$ cat src/rtl/reg_rr_write_arbiter_pkg.sv
// rtl/reg_rr_write_arbiter_pkg.sv - shared types and helpers for the shared-register write arbiter
// Purpose: lock FSM state type, counter-width helper and modular index helper.
// Ports: none (package).
package reg_rr_write_arbiter_pkg;

  typedef enum logic {
    ST_IDLE   = 1'b0,
    ST_LOCKED = 1'b1
  } arb_state_t;

  // Bits needed to count from 0 up to max_cnt inclusive.
  function automatic int unsigned cnt_width(input int unsigned max_cnt);
    return (max_cnt < 2) ? 1 : $clog2(max_cnt + 1);
  endfunction

  // (base + step) mod n, used to walk the requesters in rotating order.
  function automatic int unsigned wrap_idx(input int unsigned base,
                                           input int unsigned step,
                                           input int unsigned n);
    return (base + step) % n;
  endfunction

endpackage

$ cat src/rtl/reg_rr_write_arbiter_if.sv
// rtl/reg_rr_write_arbiter_if.sv - write-request bus between requesters and the shared register
// Purpose: bundles the priority port, requester requests/data and arbiter status.
// Ports (signals):
//   PRI_EN, PRI_D      priority write enable / data
//   REQ, LOCK, D_IN    per-requester request, lock request, packed data
//   GNT                one-hot combinational grant
//   Q_OUT              register contents
//   WR_VALID/IDX/PRI   registered write status of the previous edge
// Modports: master drives requests, slave is the arbiter.
interface reg_rr_write_arbiter_if #(
  parameter int nreq  = 4,
  parameter int idxw  = 2,
  parameter int width = 8
);

  logic                    PRI_EN;
  logic [width-1:0]        PRI_D;
  logic [nreq-1:0]         REQ;
  logic [nreq-1:0]         LOCK;
  logic [nreq*width-1:0]   D_IN;
  logic [nreq-1:0]         GNT;
  logic [width-1:0]        Q_OUT;
  logic                    WR_VALID;
  logic [idxw-1:0]         WR_IDX;
  logic                    WR_PRI;

  modport master (
    output PRI_EN, PRI_D, REQ, LOCK, D_IN,
    input  GNT, Q_OUT, WR_VALID, WR_IDX, WR_PRI
  );

  modport slave (
    input  PRI_EN, PRI_D, REQ, LOCK, D_IN,
    output GNT, Q_OUT, WR_VALID, WR_IDX, WR_PRI
  );

endinterface

$ cat src/rtl/reg_rr_write_arbiter_rr_pick.sv
// rtl/reg_rr_write_arbiter_rr_pick.sv - combinational rotating priority encoder
// Purpose: picks the first set request after i_ptr, wrapping modulo nreq.
// Ports:
//   i_req  request vector
//   i_ptr  index of the last winner; search starts at i_ptr+1
//   o_gnt  one-hot winner (zero if no request)
//   o_idx  winner index
//   o_any  at least one request present
module reg_rr_write_arbiter_rr_pick
  import reg_rr_write_arbiter_pkg::*;
#(
  parameter int nreq = 4,
  parameter int idxw = 2
) (
  input  logic [nreq-1:0] i_req,
  input  logic [idxw-1:0] i_ptr,
  output logic [nreq-1:0] o_gnt,
  output logic [idxw-1:0] o_idx,
  output logic            o_any
);

  logic [idxw-1:0] w_cand;

  always_comb begin
    o_gnt  = '0;
    o_idx  = '0;
    o_any  = 1'b0;
    w_cand = '0;
    for (int k = 1; k <= nreq; k++) begin
      w_cand = idxw'(wrap_idx(32'(i_ptr), k, nreq));
      if (!o_any && i_req[w_cand]) begin
        o_any         = 1'b1;
        o_gnt[w_cand] = 1'b1;
        o_idx         = w_cand;
      end
    end
  end

endmodule

$ cat src/rtl/reg_rr_write_arbiter.sv
// rtl/reg_rr_write_arbiter.sv - round-robin arbitrated writes into one shared register
// Purpose: nreq requesters and one absolute-priority port share a width-bit register.
//   At most one requester is granted per cycle in round-robin order; PRI_EN beats all.
//   Optional feature macro REG_ARB_LOCK_EN: a granted requester holding LOCK keeps
//   exclusive ownership for up to max_lock consecutive grants.
// Ports:
//   CLK    clock, posedge
//   RST_N  synchronous reset, active-low
//   bus    reg_rr_write_arbiter_if.slave (requests, grant, register, write status)
module reg_rr_write_arbiter
  import reg_rr_write_arbiter_pkg::*;
#(
  parameter int               nreq     = 4,
  parameter int               idxw     = 2,
  parameter int               width    = 8,
  parameter logic [width-1:0] init     = '0,
  parameter int               max_lock = 8
) (
  input  logic                  CLK,
  input  logic                  RST_N,
  reg_rr_write_arbiter_if.slave bus
);

  logic [width-1:0] r_q;
  logic             r_wr_valid;
  logic [idxw-1:0]  r_wr_idx;
  logic             r_wr_pri;
  logic [idxw-1:0]  r_rr_ptr;

  logic [nreq-1:0]  w_req_eff;
  logic [nreq-1:0]  w_pick_gnt;
  logic [idxw-1:0]  w_pick_idx;
  logic             w_pick_any;
  logic             w_accept;
  logic [width-1:0] w_sel_d;

`ifdef REG_ARB_LOCK_EN
  localparam int cntw = cnt_width(max_lock);

  arb_state_t       r_state;
  arb_state_t       w_state_nxt;
  logic [idxw-1:0]  r_owner;
  logic [idxw-1:0]  w_owner_nxt;
  logic [cntw-1:0]  r_lock_cnt;
  logic [cntw-1:0]  w_lock_cnt_nxt;
  logic             w_hold;

  // The lock only restricts arbitration while the owner still asserts LOCK; once it
  // lets go, this cycle is arbitrated as if unlocked so nobody loses a cycle.
  assign w_hold = (r_state == ST_LOCKED) && bus.LOCK[r_owner];

  always_ff @(posedge CLK) begin
    if (!RST_N) begin
      r_state    <= ST_IDLE;
      r_owner    <= '0;
      r_lock_cnt <= '0;
    end else begin
      r_state    <= w_state_nxt;
      r_owner    <= w_owner_nxt;
      r_lock_cnt <= w_lock_cnt_nxt;
    end
  end

  always_comb begin
    w_state_nxt    = r_state;
    w_owner_nxt    = r_owner;
    w_lock_cnt_nxt = r_lock_cnt;
    if (w_hold) begin
      if (bus.PRI_EN) begin
        // Preempted: ownership and count are frozen for this cycle.
        w_state_nxt = ST_LOCKED;
      end else if (!bus.REQ[r_owner]) begin
        w_state_nxt    = ST_IDLE;
        w_lock_cnt_nxt = '0;
      end else if (int'(r_lock_cnt) + 1 >= max_lock) begin
        // This grant is the last one allowed; it completes, then the lock is released.
        w_state_nxt    = ST_IDLE;
        w_lock_cnt_nxt = '0;
      end else begin
        w_lock_cnt_nxt = r_lock_cnt + 1'b1;
      end
    end else begin
      w_state_nxt    = ST_IDLE;
      w_lock_cnt_nxt = '0;
      if (w_accept && bus.LOCK[w_pick_idx] && (max_lock > 1)) begin
        w_state_nxt    = ST_LOCKED;
        w_owner_nxt    = w_pick_idx;
        w_lock_cnt_nxt = cntw'(1);
      end
    end
  end

  always_comb begin
    w_req_eff = bus.REQ;
    if (w_hold) begin
      w_req_eff = bus.REQ & (nreq'(1) << r_owner);
    end
  end
`else
  logic w_lock_unused;
  assign w_lock_unused = ^bus.LOCK;
  assign w_req_eff     = bus.REQ;
`endif

  reg_rr_write_arbiter_rr_pick #(
    .nreq (nreq),
    .idxw (idxw)
  ) u_pick (
    .i_req (w_req_eff),
    .i_ptr (r_rr_ptr),
    .o_gnt (w_pick_gnt),
    .o_idx (w_pick_idx),
    .o_any (w_pick_any)
  );

  assign w_accept = RST_N && !bus.PRI_EN && w_pick_any;
  assign bus.GNT  = w_accept ? w_pick_gnt : '0;
  assign w_sel_d  = bus.D_IN[w_pick_idx*width +: width];

  always_ff @(posedge CLK) begin
    if (!RST_N) begin
      r_q        <= init;
      r_wr_valid <= 1'b0;
      r_wr_idx   <= '0;
      r_wr_pri   <= 1'b0;
      // Pointer at the last requester so requester 0 is searched first.
      r_rr_ptr   <= idxw'(nreq - 1);
    end else if (bus.PRI_EN) begin
      r_q        <= bus.PRI_D;
      r_wr_valid <= 1'b1;
      r_wr_pri   <= 1'b1;
    end else if (w_accept) begin
      r_q        <= w_sel_d;
      r_wr_valid <= 1'b1;
      r_wr_pri   <= 1'b0;
      r_wr_idx   <= w_pick_idx;
      r_rr_ptr   <= w_pick_idx;
    end else begin
      r_wr_valid <= 1'b0;
    end
  end

  assign bus.Q_OUT    = r_q;
  assign bus.WR_VALID = r_wr_valid;
  assign bus.WR_IDX   = r_wr_idx;
  assign bus.WR_PRI   = r_wr_pri;

endmodule

$ cat src/flat_wrapper.sv
// flat-port wrapper written by rule: the top's interface ports become plain ports
module reg_rr_write_arbiter_flat import reg_rr_write_arbiter_pkg::*;
#(
  parameter int               nreq     = 4,
  parameter int               idxw     = 2,
  parameter int               width    = 8,
  parameter logic [width-1:0] init     = '0,
  parameter int               max_lock = 8
)
  (CLK, RST_N, bus_PRI_EN, bus_PRI_D, bus_REQ, bus_LOCK, bus_D_IN, bus_GNT, bus_Q_OUT, bus_WR_VALID, bus_WR_IDX, bus_WR_PRI);
  reg_rr_write_arbiter_if #(.nreq(nreq), .idxw(idxw), .width(width)) bus_i ();
  input  logic CLK;
  input  logic RST_N;
  input wire logic [$bits(bus_i.PRI_EN)-1:0] bus_PRI_EN;
  input wire logic [$bits(bus_i.PRI_D)-1:0] bus_PRI_D;
  input wire logic [$bits(bus_i.REQ)-1:0] bus_REQ;
  input wire logic [$bits(bus_i.LOCK)-1:0] bus_LOCK;
  input wire logic [$bits(bus_i.D_IN)-1:0] bus_D_IN;
  output wire logic [$bits(bus_i.GNT)-1:0] bus_GNT;
  output wire logic [$bits(bus_i.Q_OUT)-1:0] bus_Q_OUT;
  output wire logic [$bits(bus_i.WR_VALID)-1:0] bus_WR_VALID;
  output wire logic [$bits(bus_i.WR_IDX)-1:0] bus_WR_IDX;
  output wire logic [$bits(bus_i.WR_PRI)-1:0] bus_WR_PRI;
  assign bus_i.PRI_EN = bus_PRI_EN;
  assign bus_i.PRI_D = bus_PRI_D;
  assign bus_i.REQ = bus_REQ;
  assign bus_i.LOCK = bus_LOCK;
  assign bus_i.D_IN = bus_D_IN;
  assign bus_GNT = bus_i.GNT;
  assign bus_Q_OUT = bus_i.Q_OUT;
  assign bus_WR_VALID = bus_i.WR_VALID;
  assign bus_WR_IDX = bus_i.WR_IDX;
  assign bus_WR_PRI = bus_i.WR_PRI;
  reg_rr_write_arbiter #(.nreq(nreq), .idxw(idxw), .width(width), .init(init), .max_lock(max_lock)) u_core (.CLK(CLK), .RST_N(RST_N), .bus(bus_i));
endmodule
$ cat config.mk
export PLATFORM = sky130hd
export DESIGN_NAME = reg_rr_write_arbiter_flat
export DESIGN_NICKNAME = d
export VERILOG_FILES = /design/src/rtl/reg_rr_write_arbiter_pkg.sv /design/src/rtl/reg_rr_write_arbiter_if.sv /design/src/rtl/reg_rr_write_arbiter_rr_pick.sv /design/src/rtl/reg_rr_write_arbiter.sv /design/src/flat_wrapper.sv
export SDC_FILE = /design/constraint.sdc
export NUM_CORES = 1
export LEC_CHECK = 0
export CAP_MARGIN = 10
export CORE_MARGIN = 8
export CORE_UTILIZATION = 25
export DETAILED_ROUTE_END_ITERATION = 10
export PLACE_DENSITY = 0.67
export SLEW_MARGIN = 20
export SYNTH_ARGS = -nofsm -noshare
export SYNTH_HDL_FRONTEND = slang
export SYNTH_SLANG_ARGS = --single-unit
$ cat constraint.sdc
create_clock -name CLK -period 4 [get_ports CLK]
set_input_delay 1.2 -clock CLK [delete_from_list [all_inputs] [get_ports CLK]]
set_output_delay 1.2 -clock CLK [all_outputs]
set_load 0.05 [all_outputs]
==> key figures <==
Worst setup path
  • Worst path slowest cell: mux4_2
  • Worst path cell trace: buf_2 > mux4_2 > nor2b_4 > a22oi_1 > nor2_1 > a221oi_4 > nor2_4 > buf_12
  • Critical Path Source: bus_REQ[1]
  • Crit-path max FO: 7
  • Top delay family on crit path: multiplexers
  • R2R setup slack: 1010 ps
  • Kind of critical path: input port to output pin
  • WP buf/inv: 2
  • RR Endpoint: u_core.bus.Q_OUT[6]
  • RR Startpoint: u_core.r_rr_ptr[0]
  • Crit-path max cell delay: 600 ps
  • Startpoint Class: input port
  • Critical Path Sink Type: output pin
  • Data arrival, critical path: ~2800 ps
  • Worst R2R Path Depth: 11
  • Required time of the critical path: 2800 ps

Die
  • Core Region: ~5000 um^2
  • Initial Util: 25.4%
  • Die area: between 7000 and 8000 um^2
  • DIE HEIGHT: just under 90 um
  • Die X: 87.6 um
  • IO Count: 67
  • Placement Rows: 26

Clock network
  • H-tree levels: 1
  • Clock root buffer master: clkbuf_8
  • Clk pin slew, worst setup/hold paths: 60 ps
  • CTS Buffer Depth: 2
  • # clock sinks: 14
  • CTS tree: done
  • Worst skew pair latency: 240 ps
  • Cts bufs inserted: 3
  • CTS Hold Bufs: 0

Placement
  • Final GP Congestion: around 0.77
  • HPWL after DPL: about 3600 um
  • PortBufs: 62
  • Pre-CTS WS: -357 ps
  • Placed instance count: between 200 and 300

Synthesis
  • Top-area cell type share of the netlist area: between 20% and 30%
  • Async SR Flop Fraction: 0%
  • Cells after synthesis: ~140
  • Area contributors post-synth: dfxtp_1, mux2i_1, a211oi_2
  • Avg Inst Size Synth: approximately 9.4 um^2
  • Mapped Nets: around 200
  • #FFs+latches synth: 14
  • EDFF count, synth: 0
  • Synth cell types: 36
  • Ys flop type: dfxtp_1
  • Syn Std Cell Area: between 1000 and 1500 um^2
  • Register area share after synthesis: 21.9%
  • Synth area leader: dfxtp_1
  • Synth Warn #: 0

STA
  • Fin crit share: slightly below 100%
  • Worst Max-Slew Pin Slew: ~530 ps
  • Final Max Tran Viols: 0
  • Setup WS post-layout: ~43 ps
  • Final min period: 3960 ps
  • Final Setup Violations: 0
  • Clk_skew: 1.95 ps
  • Maximum clock rate: approximately 0.25 GHz
  • Final hold vios: 0
  • RSZ-0062 raised after global routing: no
  • Relative slew slack: about 65%

Route
  • Drt drc: 0
  • Initial drt markers: 110
  • Detailed Route WL: about 4500 um
  • Final ANT Viol Nets: 0
  • Routed vias/inst: 4.87
  • Wire length per cell: about 16 um
  • Vias: around 1400
  • Number of detailed-route iterations in the first pass: 4

GRT
  • Most used routing layer: met2
  • Total grt overflow: 0
  • Pin count of the biggest net entering global routing: 16
  • First-pass GRT wire length: roughly 7500 um
  • Initial antenna violation count: 0
  • GR Layer Usage met3: 4.97%
  • Met1 usage: ~15%
  • M2 GR Usage: around a fifth
  • Vias in the first global route: around 1500
  • GRT Overall Usage: roughly 12%

Final layout
  • Share of cells above drive strength 1: just over 30%
  • Final-stage net count: approximately 280
  • Area Overhead vs Synth: 82.9%
  • Ant. Diodes: 0
  • Most common cell after layout, fill and taps aside: clkdlybuf4s50_1
  • Post-Layout Cell Count: about 290
  • Fill count: around 480
  • Commonest non-fill, non-tap cells in the layout: clkdlybuf4s50_1, buf_4, mux2i_1

Power and ir drop
  • Leak Pwr: 0.000903 uW
  • Pwr Density: roughly 400 nW/um^2
  • Worst VDD drop: ~0.22 mV

Outcome
  • Outcome: finished, final reports clean

Hold path
  • Worst hold endpoint: u_core.bus.WR_IDX[0]
  • WHS Path Cells: 2
  • Worst hold start: u_core.bus.WR_IDX[0]
  • Tightest Hold Check Type: register to register

Job
  • Max cap viols: 0
[cells in the mapped netlist (2+ instances only)]
library cell  count
mux2i_1          15
dfxtp_1          14
nor2_1           14
a211oi_1          8
a211oi_2          8
ha_1              8
nor3b_1           8
o221ai_1          8
inv_1             5
a221oi_1          4
a22oi_1           4
nand2_1           4
a21oi_1           3
buf_6             3
clkbuf_1          3
nand3_1           3
a31oi_1           2
buf_2             2
mux4_2            2
nor4_1            2
o21ai_0           2
[how the worst max path moves through the flow]
stage	to	slack, ps	cells past startpoint
CTS	bus_GNT[0]	2	8
finish	bus_GNT[3]	40	8
global route	bus_GNT[3]	6	8
global placement	bus_GNT[3]	-330	8
detailed placement	bus_GNT[0]	-360	8
floorplan	bus_GNT[0]	110	9
[flip-flops by register name, indices dropped and copies added (netlist names)]
| register | count |
|---|---|
| u_core.bus.WR_IDX | 2 |
| u_core.bus.WR_PRI | 1 |
| u_core.bus.WR_VALID | 1 |
| u_core.r_rr_ptr | 2 |
| u_core.bus.Q_OUT | 8 |
[kinds of logic after synthesis]
kind of cell             Yosys count  share of synthesized area, %
buffers and inverters             14                          6.93
XOR/XNOR                           1                         0.684
flip-flops                        14                          21.9
adder cells (fa/ha/maj)            8                          7.81
multiplexers                      18                          16.1
AO/OA/AOI/OAI                     43                          29.7
AND/OR/NAND/NOR                   39                          16.9
[power by group]
part / internal, uW / leakage [uW] / switching, uW
Clock: 87.1 / 0.0000288 / 49.4
Sequential: 157 / 0.000117 / 8.94
Combinational: 291 / 0.000757 / 325
Total: 536 / 0.000903 / 383
[cell type report]
class | count | area [um^2] | area share [%]
Multi-Input combinational cell | 109 | 1020 | 43.6
Inverter | 5 | 18.8 | 0.801
Sequential cell | 14 | 280 | 12.0
Clock buffer | 4 | 55.1 | 2.35
Timing Repair Buffer | 90 | 880 | 37.5
Tap cell | 70 | 87.6 | 3.74
[per-stage QoR]
step                      hold slack [ps]  cell area (um^2)  util, %  power, uW  TNS, ps
final                                 528              2340     46.5        919        0
after global placement                503              2220     44.1        729    -1310
after floorplan                       702              1310        -        530        0
after global routing                  556              2340     46.5        976        0
after detailed placement              511              2220     44.1        737    -1400
after CTS                             527              2330     46.1        911        0
[worst register-to-register path: cells and delay by family, from the launching register on]
family / cells / cell delay, ps
AO/OA/AOI/OAI: 2 / 400
adder cells (fa/ha/maj): 1 / 450
buffers and inverters: 4 / 580
flip-flops: 1 / 320
multiplexers: 2 / 710
AND/OR/NAND/NOR: 2 / 450
[metal layers]
metal	wire length (um)	share of wire [%]
met1	1940	43
met4	0	0
met3	456	10
met2	2140	47
met5	0	0
[timing repair]
action / 4_1_cts / 5_1_grt
buffers inserted: 3 / 1
setup endpoints to repair: 4 / 4
pin swaps: 8 / 8
gates resized for setup: 23 / 5
Note: power is estimated with default switching activity, not from simulation.
